File: src/rtl/sevenseg_pkg.sv
// rtl/sevenseg_pkg.sv - shared types, constants and blank-mask helper for the seven-segment scanner
package sevenseg_pkg;

    localparam int NIB_W      = 4;
    localparam int MAX_DIGITS = 16;

    typedef enum logic [1:0] {
        IDLE  = 2'd0,
        DRIVE = 2'd1,
        DEAD  = 2'd2
    } scan_state_t;

    // Bit k set when digit k is a leading zero: digits k..nd-1 all zero and k>0.
    function automatic logic [MAX_DIGITS-1:0] lz_mask(
        input logic [NIB_W*MAX_DIGITS-1:0] v,
        input int                          nd
    );
        logic [MAX_DIGITS-1:0] mask;
        logic                  seen;
        mask = '0;
        seen = 1'b0;
        for (int k = MAX_DIGITS - 1; k >= 0; k--) begin
            if (k < nd) begin
                if (v[k*NIB_W +: NIB_W] != '0) begin
                    seen = 1'b1;
                end
                mask[k] = !seen && (k != 0);
            end
        end
        return mask;
    endfunction

endpackage

File: src/rtl/sevenseg_scan.sv
// rtl/sevenseg_scan.sv - time-multiplexed digit scan controller for a common-anode display
module sevenseg_scan
    import sevenseg_pkg::*;
#(
    parameter int NDIGITS  = 4,
    parameter int PRESCALE = 50000,
    parameter int DEADTIME = 0,
    parameter int BLANK_LZ = 1
) (
    input  logic                     clk,
    input  logic                     rst_n,
    input  logic                     enable_i,
    input  logic [NIB_W*NDIGITS-1:0] value_i,
    input  logic                     load_i,
    output logic [NIB_W-1:0]         nibble_o,
    output logic [NDIGITS-1:0]       digit_sel_n_o,
    output logic                     seg_en_o,
    output logic                     frame_o
);

    localparam int CNT_MAX   = (PRESCALE > DEADTIME) ? PRESCALE : DEADTIME;
    localparam int CNT_W     = $clog2(CNT_MAX + 1);
    localparam int IDX_W     = $clog2(NDIGITS);
    localparam int DEAD_LAST = (DEADTIME > 0) ? DEADTIME - 1 : 0;

    scan_state_t                state_q, state_d;
    logic [IDX_W-1:0]           idx_q, idx_d;
    logic [CNT_W-1:0]           cnt_q, cnt_d;
    logic [NIB_W*NDIGITS-1:0]   active_q, active_d;
    logic [NIB_W*NDIGITS-1:0]   shadow_q, shadow_d;
    logic                       pending_q, pending_d;
    logic                       frame_d;
    logic                       advance;

    logic [NIB_W*MAX_DIGITS-1:0] padded;
    logic [MAX_DIGITS-1:0]       blank_mask;
    logic                        lit_d;
    logic [NIB_W-1:0]            nibble_d;
    logic [NDIGITS-1:0]          sel_n_d;

    // Next-state: scan sequencing, frame wrap and double-buffered value update
    always_comb begin
        state_d   = state_q;
        idx_d     = idx_q;
        cnt_d     = cnt_q;
        active_d  = active_q;
        shadow_d  = shadow_q;
        pending_d = pending_q;
        frame_d   = 1'b0;
        advance   = 1'b0;
        if (state_q == IDLE) begin
            // While dark there is no frame to tear, so loads apply at once.
            if (load_i) begin
                active_d  = value_i;
                pending_d = 1'b0;
            end
            if (enable_i) begin
                state_d = DRIVE;
                idx_d   = '0;
                cnt_d   = '0;
            end
        end else if (!enable_i) begin
            state_d = IDLE;
            idx_d   = '0;
            cnt_d   = '0;
            if (load_i) begin
                shadow_d  = value_i;
                pending_d = 1'b1;
            end
        end else begin
            if (state_q == DRIVE) begin
                if (cnt_q == CNT_W'(PRESCALE - 1)) begin
                    cnt_d = '0;
                    if (DEADTIME > 0) begin
                        state_d = DEAD;
                    end else begin
                        advance = 1'b1;
                    end
                end else begin
                    cnt_d = cnt_q + 1'b1;
                end
            end else begin
                if (cnt_q == CNT_W'(DEAD_LAST)) begin
                    cnt_d   = '0;
                    state_d = DRIVE;
                    advance = 1'b1;
                end else begin
                    cnt_d = cnt_q + 1'b1;
                end
            end
            if (advance) begin
                if (idx_q == IDX_W'(NDIGITS - 1)) begin
                    idx_d   = '0;
                    frame_d = 1'b1;
                    if (pending_q) begin
                        active_d  = shadow_q;
                        pending_d = 1'b0;
                    end
                end else begin
                    idx_d = idx_q + 1'b1;
                end
            end
            // A load on the wrap edge lands in shadow after the swap above,
            // so it waits for the following boundary.
            if (load_i) begin
                shadow_d  = value_i;
                pending_d = 1'b1;
            end
        end
    end

    // Output decode from next-state so the registered outputs line up with state/idx
    always_comb begin
        padded                     = '0;
        padded[NIB_W*NDIGITS-1:0]  = active_d;
        blank_mask                 = lz_mask(padded, NDIGITS);
        lit_d    = (state_d == DRIVE) && !((BLANK_LZ != 0) && blank_mask[idx_d]);
        nibble_d = lit_d ? active_d[{idx_d, 2'b00} +: NIB_W] : '0;
        sel_n_d  = lit_d ? ~(NDIGITS'(1) << idx_d) : '1;
    end

    // State and registered outputs
    always_ff @(posedge clk or negedge rst_n) begin
        if (!rst_n) begin
            state_q       <= IDLE;
            idx_q         <= '0;
            cnt_q         <= '0;
            active_q      <= '0;
            shadow_q      <= '0;
            pending_q     <= 1'b0;
            nibble_o      <= '0;
            digit_sel_n_o <= '1;
            seg_en_o      <= 1'b0;
            frame_o       <= 1'b0;
        end else begin
            state_q       <= state_d;
            idx_q         <= idx_d;
            cnt_q         <= cnt_d;
            active_q      <= active_d;
            shadow_q      <= shadow_d;
            pending_q     <= pending_d;
            nibble_o      <= nibble_d;
            digit_sel_n_o <= sel_n_d;
            seg_en_o      <= lit_d;
            frame_o       <= frame_d;
        end
    end

endmodule
File: config.mk
export PLATFORM = sky130hd
export DESIGN_NAME = sevenseg_scan
export DESIGN_NICKNAME = d
export VERILOG_FILES = /design/src/rtl/sevenseg_pkg.sv /design/src/rtl/sevenseg_scan.sv
export SDC_FILE = /design/constraint.sdc
export NUM_CORES = 1
export LEC_CHECK = 0
export CAP_MARGIN = 20
export CORE_UTILIZATION = 55
export DETAILED_ROUTE_END_ITERATION = 8
export PLACE_DENSITY = 0.77
export SETUP_SLACK_MARGIN = 0.5
export SYNTH_ARGS = -nofsm -noshare
export SYNTH_HDL_FRONTEND = slang
export SYNTH_SLANG_ARGS = --single-unit
File: constraint.sdc
create_clock -name clk -period 3.29 [get_ports clk]
set_input_delay 0.4935 -clock clk [delete_from_list [all_inputs] [get_ports clk]]
set_output_delay 0.4935 -clock clk [all_outputs]
set_load 0.02 [all_outputs]
# Word-level counts from Yosys, hierarchy flattened

Index checks and enable logic that the tools add are counted.

Bits in registers: 63
Bits in latches: 0
Memory bits (writable): 0
Bits in read-only memories: 0
Input bits: 20
Output and inout bits: 10
Word-level logic and storage cells: 83
Memories: 0

Add/sub/neg operators: 2
Multiply operators: 0
Divide/modulo/power cells: 0
Magnitude comparators: 1
Equal/unequal tests: 6
Shift-type cells: 2
Mux-type cells: 45
Bitwise operators: 2
Reductions and logical operators: 15

Operator list:

| operator                                                               | number |
|---|---|
| 16-bit two-way mux                                                     | 12 |
| 1-bit two-way mux                                                      | 20 |
| 2-bit two-way mux                                                      | 10 |
| 16-bit by 1-bit adder with 16-bit output (second input constant)       | 1 |
| 16-bit equality test (second input constant)                           | 1 |
| 16-bit zero test                                                       | 1 |
| 16-bit by 5-bit indexed part select with 4-bit output                  | 1 |
| 4-bit nonzero test                                                     | 3 |
| 4-bit two-way mux                                                      | 2 |
| 2-bit nonzero test                                                     | 3 |
| 2-bit by 5-bit < comparator with 1-bit output (second input constant)  | 1 |
| 2-bit by 1-bit equality test with 1-bit output (second input constant) | 2 |
| 1-bit zero test                                                        | 4 |
| 2-bit inequality test (second input constant)                          | 2 |
| 4-bit NOT                                                              | 1 |
| 4-bit AND reduction                                                    | 1 |
| 1-bit by 2-bit left shift with 4-bit output (first input constant)     | 1 |
| 2-bit by 1-bit adder with 2-bit output (second input constant)         | 1 |
| 1-bit binary-select mux with 2-bit select                              | 1 |
| 2-bit equality test (second input constant)                            | 1 |
| 2-bit zero test                                                        | 1 |
| 2-bit AND reduction                                                    | 1 |
| 1-bit logical AND                                                      | 1 |
| 1-bit NOT                                                              | 1 |

# Logic depth before layout (Yosys ltp)

Gate-level depths: netlist of the first run.

Depth in word-level cells: 18
Gate-level depth with buffers: 11
Depth with buffers taken out: 10

# Worst setup path before layout of the first run

OpenSTA, ideal clock, no wires.

Path type: register to register
Start point: register cnt_q[0]
End point: register digit_sel_n_o[2]
Library setup time: 94 ps
Arrival: 2503 ps
Required time: 3196 ps
Slack: 693 ps
Cell stages (with the launch flop): 11
Path buffers: 1
Clock period less this slack: 2597 ps
Cell sequence: dfrtp_1 -> inv_1 -> ha_1 -> nor4b_4 -> nand4_4 -> o22ai_4 -> buf_2 -> mux2_2 -> nand4_1 -> nor2_2 -> or4_1

Longest elaborated chain between the ends: 18
Elaborated cells on any way between the ends: 34
Those cells by class: eq/ne (2); shift (1); mux (21); bitwise (1); reduce/logical (9)

RTL lines:

| what                                                            | RTL line                                 | RTL |
|---|---|---|
| from (decl)                                                     | sevenseg_scan.sv:28                      | `logic [CNT_W-1:0] cnt_q, cnt_d;` |
| from (signal assigned)                                          | sevenseg_scan.sv:138                     | `cnt_q <= cnt_d;` |
| 16-bit equality test / 16-bit zero test (equally long branches) | sevenseg_scan.sv:72, sevenseg_scan.sv:83 |  |
| 1-bit two-way mux, on equally long branches                     | sevenseg_scan.sv:72, sevenseg_scan.sv:83 |  |
| 1-bit two-way mux                                               | sevenseg_scan.sv:71                      | `if (state_q == DRIVE) begin` |
| 1-bit two-way mux                                               | sevenseg_scan.sv:62                      | `end else if (!enable_i) begin` |
| 1-bit two-way mux                                               | sevenseg_scan.sv:51                      | `if (state_q == IDLE) begin` |
| 16-bit two-way mux                                              | sevenseg_scan.sv:91                      | `if (advance) begin` |
| 16-bit two-way mux                                              | sevenseg_scan.sv:62                      |  |
| 16-bit two-way mux                                              | sevenseg_scan.sv:51                      |  |
| 4-bit nonzero test                                              | sevenseg_pkg.sv:24                       | `if (v[k*NIB_W +: NIB_W] != '0) begin` |
| 1-bit two-way mux (3 in series)                                 | sevenseg_pkg.sv:24                       |  |
| 1-bit zero test                                                 | sevenseg_pkg.sv:27                       | `mask[k] = !seen && (k != 0);` |
| 1-bit binary-select mux with 2-bit select                       | sevenseg_scan.sv:117                     | `lit_d = (state_d == DRIVE) && !((BLANK_LZ != 0) && blank_mask[idx_d]);` |
| 1-bit two-way mux (not written as such)                         | sevenseg_scan.sv:117                     |  |
| 1-bit zero test                                                 | sevenseg_scan.sv:117                     |  |
| 1-bit logical AND                                               | sevenseg_scan.sv:117                     |  |
| 4-bit two-way mux *                                             | sevenseg_scan.sv:119                     | `sel_n_d = lit_d ? ~(NDIGITS'(1) << idx_d) : '1;` |
| net sel_n_d[2]                                                  | sevenseg_scan.sv:39                      | `logic [NDIGITS-1:0] sel_n_d;` |
| to (signal assigned)                                            | sevenseg_scan.sv:143                     | `digit_sel_n_o <= sel_n_d;` |
| to (decl)                                                       | sevenseg_scan.sv:16                      | `output logic [NDIGITS-1:0] digit_sel_n_o,` |

The timed path passes the listed nets; every way through them passes the cells marked *. The select of a mux whose other input is x is not followed.
A chain may end at the register's enable or synchronous reset.

# Worst setup path after layout of the first run

Start point: register cnt_q[10]
End point: register seg_en_o

Longest elaborated chain between the ends: 17
Elaborated cells on any way between the ends: 31
Those cells by class: eq/ne (2); mux (20); reduce/logical (9)

RTL lines:

| what                                                            | RTL line                                 | RTL |
|---|---|---|
| 16-bit equality test / 16-bit zero test (equally long branches) | sevenseg_scan.sv:72, sevenseg_scan.sv:83 |  |
| 1-bit two-way mux, on equally long branches                     | sevenseg_scan.sv:72, sevenseg_scan.sv:83 |  |
| 1-bit two-way mux *                                             | sevenseg_scan.sv:71                      |  |
| 1-bit two-way mux *                                             | sevenseg_scan.sv:62                      |  |
| 1-bit two-way mux *                                             | sevenseg_scan.sv:51                      |  |
| 16-bit two-way mux *                                            | sevenseg_scan.sv:91                      |  |
| 16-bit two-way mux *                                            | sevenseg_scan.sv:62                      |  |
| 16-bit two-way mux *                                            | sevenseg_scan.sv:51                      |  |
| net active_d[14]                                                | sevenseg_scan.sv:29                      | `logic [NIB_W*NDIGITS-1:0] active_q, active_d;` |
| [... 1 more ...]                                                | --                                       |  |
| 1-bit two-way mux *                                             | sevenseg_pkg.sv:24                       |  |
| 1-bit two-way mux (2 in series)                                 | sevenseg_pkg.sv:24                       |  |
| 1-bit zero test                                                 | sevenseg_pkg.sv:27                       |  |
| 1-bit binary-select mux with 2-bit select *                     | sevenseg_scan.sv:117                     |  |
| 1-bit two-way mux (not written as such) *                       | sevenseg_scan.sv:117                     |  |
| 1-bit zero test *                                               | sevenseg_scan.sv:117                     |  |
| 1-bit logical AND *                                             | sevenseg_scan.sv:117                     |  |
| net lit_d                                                       | sevenseg_scan.sv:37                      | `logic lit_d;` |
| to (signal assigned)                                            | sevenseg_scan.sv:144                     | `seg_en_o <= lit_d;` |
| to (decl)                                                       | sevenseg_scan.sv:17                      | `output logic seg_en_o,` |

Marked as above.

==> results_dict.tcl, run 1 <==
set metrics [dict create \
    required_ns 3.51 \
    netlist_top_cells_area "dfrtp_1, mux2_2, mux2i_1, o21ai_0, nand2_1" \
    cp.arrival_ns 2.84 \
    period_share_pct 79.6 \
    critPathKind "reg -> reg" \
    vdd_drop_max_mv 0.368 \
    outcome "finished clean" \
    synth-seq-cells 63 \
    cts-root-buf "clkbuf_8" \
    setup_violations 0 \
    seq_area_frac_synth_pct 49.3 \
    fmax_ghz 0.382 \
    gr-total-overflow 0 \
    dr_total_vias 2461 \
    place_congestion 0.832 \
    drc_errors 0 \
    tightest_slew_ns 0.766 \
    end_kind "flop" \
    drive_gt1_share_pct 22.7 \
    antenna_found_initial 0 \
    cts_inserted_buffers 9 \
    slew_headroom_pct 48.8 \
    rsz0062_at_grt "false" \
    pre_cts_ws_ns 0.154 \
    finClkSkew_ns 0.0109 \
    grt_pass1_wl_um 11700 \
    viasPerCell 5.86 \
    timing.hold.ws_ns 0.0595 \
    cts_tree "built" \
    ys_types 53 \
    clock_sinks 63 \
    max-cap-violations 0 \
    use_met2_pct 36.8 \
    use_met3_pct 4.07 \
    diodes 0 \
    fin_setup_tns_ns 0 \
    nNetsFinal 366 \
    syn-num-nets 322 \
    p_leak_nw 1.68 \
    ant_nets 0 \
    port_buffers 29 \
    yosys.area.top_type "dfrtp_1" \
    cts_max_level 3 \
    synthFlopType "dfrtp_1" \
    die_w_um 78.4 \
    slew_viol_final 0 \
    async_reset_ff_share_pct 100 \
    wire_per_inst_um 16.6 \
    fp.dieH_um 78.4 \
    die_area_um2 6150 \
    pin_count 30 \
    drt_wl_total_um 6980 \
    first_global_vias 2376 \
    min_period_ns 2.62 \
    drtIter0Drc 238 \
    setup_ws_ns 0.672 \
    core_um2 5570 \
    first_pass_iters 4 \
    synthToLayoutAreaGrowth_pct 22.2 \
    hpwlAfterDp_um 5020 \
    power.density_nw_per_um2 478 \
    synth_edf_count 0 \
    busiest_layer "met2" \
    synth_top_area_share_pct 46.0 \
    yosys_warnings 0 \
    avgSynthCellArea_um2 10.7 \
    synthCells 299 \
    grt_max_degree 32 \
    clkLatencyLatePin_ns 0.33 \
    synth_area_um2 3210 \
    worstHoldPathType "in -> async" \
    grt.total_usage_pct 24.8 \
    hold_violations 0 \
    clkSlewWorstSetupHoldPaths_ns 0.08 \
    crit_path_start_kind "flop" \
    rows 27 \
    path_max_fanout 13 \
    start_util_pct 57.6 \
    met1_usage_pct 35.5 \
    cts.path.max_buffers 2 \
    total_power_mw 1.88 \
]
critical path, cell delays in order (launching register included):
cell     delay (ns)
dfrtp_1        0.44
nor4_4         0.41
nand4_2        0.27
o22ai_4        0.22
buf_12         0.18
mux2i_1        0.14
or4_4          0.59
o31ai_2        0.21
a21oi_1        0.06
worst paths after layout:
kind / from / to / slack [ns] / cells past startpoint
max: cnt_q[10] / seg_en_o / 0.67 / 8
max in group asynchronous: rst_n / digit_sel_n_o[2] / 2.47 / 2
min: rst_n / cnt_q[4] / 0.06 / 1
max reg2reg: cnt_q[10] / seg_en_o / 0.67 / 8
min reg2reg: active_q[1] / active_q[1] / 0.49 / 1
min in group clk: active_q[1] / active_q[1] / 0.49 / 1
timing repair:
item / CTS / global route
hold endpoints to repair: 0 / 0
gates cloned: 0 / 0
pin swaps: 1 / 1
hold buffers: 0 / 0
resized for setup: 2 / 7
endpoints found under the setup margin: 6 / 7
buffers inserted: 2 / 2
metrics by stage:
| stage | area, µm² | instances | util (%) |
|---|---|---|---|
| global route | 3920 | 420 | 70.4 |
| floorplan | 3210 | 299 | - |
| CTS | 3880 | 418 | 69.6 |
| detailed placement | 3610 | 400 | 64.8 |
| finish | 3920 | 420 | 70.4 |
| global placement | 3610 | 400 | 64.8 |
Yosys cell counts, types with 3 or more instances:
master and instances:
a22o_1 5, o21ai_0 33, a211oi_1 3, and3_2 3
nor2_1 15, a21oi_1 9, and2_1 6, mux2_2 21
mux2i_1 18, and4_1 3, and3_1 7, a311oi_1 3
ha_1 3, nand3_1 9, nand2_1 34, dfstp_2 4
dfrtp_1 59, buf_2 4, clkbuf_1 5, a21o_1 6
inv_1 8
flip-flops by register name (all words and copies together), names as in the netlist:
name	cells
nibble_o	4
digit_sel_n_o	4
idx_q	2
seg_en_o	1
cnt_q	16
active_q	16
pending_q	1
state_q	2
shadow_q	16
frame_o	1
cell type report:
type                       count  area [µm²]
clock buffer                  10         138
inverter                       9        36.3
tap                           72        90.1
sequential                    63        1580
multi-input combinational    217        1580
clock inverter                 6        92.6
fill                         436        1650
timing repair buffer          43         403
cell usage in the layout, fill, tap and decap left out, types with 3 or more instances in the layout:
master           netlist  routed
a211oi_1               3       3
a21o_1                 6       6
a21oi_1                9       9
a22o_1                 5       5
and2_1                 6       4
and3_1                 7       7
and3_2                 3       3
and4_1                 3       3
buf_4                  1      13
clkbuf_8               0      10
clkdlybuf4s50_1        0      28
dfrtp_1               59      59
dfstp_2                4       4
ha_1                   3       3
inv_1                  8       8
mux2_2                21      21
mux2i_1               18      18
nand2_1               34      34
nand3_1                9       9
nor2_1                15      15
o21ai_0               33      33
kinds of logic (layout without fill, tap and decap cells):
logic type,Yosys count,count (layout),share of synthesized area [%]
XOR/XNOR,4,4,1.09
multiplexers,39,39,13.0
AND/OR/NAND/NOR,97,97,17.9
AO/OA/AOI/OAI,74,74,15.1
flip-flops,63,63,49.3
adder cells (fa/ha/maj),3,3,1.17
buffers and inverters,19,68,2.49
where the power goes:
part | switching [mW] | internal, mW | total (mW) | leakage, nW
logic | 0.131 | 0.119 | 0.250 | 0.782
clock network | 0.309 | 0.451 | 0.759 | 0.109
registers | 0.0262 | 0.839 | 0.866 | 0.787
total | 0.466 | 1.41 | 1.88 | 1.68
routing by layer:
layer  up-vias  share of wire (%)
met2        62                 46
met5         -                  0
met1      1196                 48
met4         0                1.6
li1       1192                  -
met3        11                4.6
(Power assumes the default switching activity.)
==> inputs of run 2 (changes only) <==
==> constraint.sdc (replaced) <==
create_clock -name clk -period 2.7 [get_ports clk]
set_input_delay 0.405 -clock clk [delete_from_list [all_inputs] [get_ports clk]]
set_output_delay 0.405 -clock clk [all_outputs]
set_load 0.02 [all_outputs]
==> run 2 against run 1 <==
Net effect: hold slack improved by 0.0047 ns; sequential power is 22% higher; worst setup slack lost 0.60 ns; total power increased by 12%; non-clock buffer count is 26 higher.
==> results_dict.tcl, run 2 (synthesis gave the netlist of run 1 again) <==
set metrics [dict create \
    crit_slowest_cell "dfrtp_1" \
    cts_max_level 3 \
    outcome "finished clean" \
    drive_gt1_share_pct 30.6 \
    slew_headroom_pct 59.4 \
    min_period_ns 2.63 \
    drtIter0Drc 160 \
    viasPerCell 5.84 \
    path_max_fanout 11 \
    cp_slowest_stage_delay_ns 0.41 \
    gr-total-overflow 0 \
    cp.arrival_ns 2.90 \
    final_common_cell "dfrtp_1" \
    setup_violations 0 \
    cts.path.max_buffers 2 \
    pin_count 30 \
    required_ns 2.96 \
    port_buffers 29 \
    clkLatencyLatePin_ns 0.34 \
    hpwlAfterDp_um 5140 \
    critPathKind "reg -> reg" \
    dp.cells 417 \
    wire_per_inst_um 16.6 \
    clkSlewWorstSetupHoldPaths_ns 0.07 \
    grt_pass1_wl_um 12000 \
    setup_ws_ns 0.0683 \
    cts-root-buf "clkbuf_8" \
    power.density_nw_per_um2 510 \
    hold_violations 0 \
    fp.dieH_um 78.4 \
    fin_setup_tns_ns 0 \
    tightest_slew_ns 0.608 \
    start_util_pct 57.6 \
    antenna_found_initial 0 \
    cp_common_cell "buf_12" \
    place_congestion 0.923 \
    pre_cts_ws_ns 0.00495 \
    fmax_ghz 0.380 \
    vdd_drop_max_mv 0.408 \
    cts_tree "built" \
    first_pass_iters 4 \
    crit_path_start_kind "flop" \
    period_share_pct 97.5 \
    dr_total_vias 2617 \
    cts_hold_buf 0 \
    diodes 0 \
    worstHoldPathType "in -> async" \
    ant_nets 0 \
    rows 27 \
    most-common-layout-cells "dfrtp_1, buf_4, nand2_1, o21ai_0, clkdlybuf4s50_1" \
    total_power_mw 2.11 \
    die_w_um 78.4 \
    clock_sinks 63 \
    max-cap-violations 0 \
    slew_viol_final 0 \
    nNetsFinal 394 \
    first_global_vias 2435 \
    synthToLayoutAreaGrowth_pct 28.6 \
    core_um2 5570 \
    end_kind "flop" \
    path_cells "inv_1 > ha_2 > nor4b_4 > nand4_4 > o22ai_4 > buf_12 > buf_12 > mux2_4 > nand4_1 > nor2_4 > or4_1" \
    grt.total_usage_pct 26.3 \
    grt_max_degree 29 \
    reg_top3 "active_q (16), cnt_q (16), shadow_q (16)" \
    rsz0062_at_grt "true" \
    p_leak_nw 1.79 \
    finClkSkew_ns 0.00637 \
    die_area_um2 6150 \
    fin_cells 448 \
    cts_inserted_buffers 9 \
    drt_wl_total_um 7440 \
    drc_errors 0 \
]
-- run 2: changes by cell type in the layout (fill, tap and decap cells not counted), sizes merged --
cell      before  now
buf           15   41
nand2         34   35
clkinvlp       2    5
bufinv         2    0
clkbuf        10    9
clkinv         1    2
-- run 2: path summary, 6_finish.rpt --
path / cells after the start / slack, ns / start / end
worst max-delay path: 11 / 0.07 / cnt_q[0] / digit_sel_n_o[2]
worst min-delay path: 1 / 0.06 / rst_n / cnt_q[7]
worst max register to register: 11 / 0.07 / cnt_q[0] / digit_sel_n_o[2]
worst min register to register: 1 / 0.48 / active_q[2] / active_q[2]
max in group asynchronous: 2 / 1.91 / rst_n / digit_sel_n_o[1]
min in group clk: 1 / 0.48 / active_q[2] / active_q[2]
-- run 2: critical path: cells and delay by family, from the launching register on --
| kind | cells | cell delay (ns) |
|---|---|---|
| buffers and inverters | 3 | 0.35 |
| adders and majority gates | 1 | 0.18 |
| muxes | 1 | 0.31 |
| AOI/OAI and AO/OA | 1 | 0.25 |
| DFF | 1 | 0.41 |
| and+or+nand+nor | 5 | 1.04 |
-- run 2: layer usage --
metal  global-route usage, %  vias up  share of wire [%]
li1                        -     1247                  -
met1                    37.5     1287                 47
met2                    38.5       73                 46
met3                    7.33       10                5.8
met4                    8.89        0                1.3
met5                       0        -                  0
-- run 2: power breakdown --
part           switching, mW  total [mW]  internal (mW)  leakage [nW]
Clock                  0.381       0.713          0.331        0.0776
Combinational          0.166       0.337          0.172         0.923
Sequential            0.0323        1.06           1.02         0.787
-- run 2: final cells by class --
cell class | instances | area, µm²
Multi-Input combinational cell | 218 | 1630
Clock buffer | 9 | 124
Inverter | 9 | 33.8
Tap cell | 72 | 90.1
Fill cell | 405 | 1450
Timing Repair Buffer | 69 | 614
Sequential cell | 63 | 1580
Timing Repair inverter | 1 | 7.51
Clock inverter | 7 | 48.8
-- run 2: through the flow --
step           cell area, µm²  util, %  hold slack, ns
2_1_floorplan            3240        -           0.109
3_3_place_gp             3780     67.8           0.451
3_5_place_dp             3780     67.8           0.459
4_1_cts                  4060     72.9          0.0805
5_1_grt                  4130     74.1           0.112
6_report                 4130     74.1          0.0642
-- run 2: timing repair --
item                                    4_1_cts  5_1_grt
buffers inserted                             10        3
endpoints found under the setup margin       17       28
gates cloned                                  1        1
endpoints found under the hold margin         0        0
pin swaps                                     2        6
gates resized for setup                       6       14
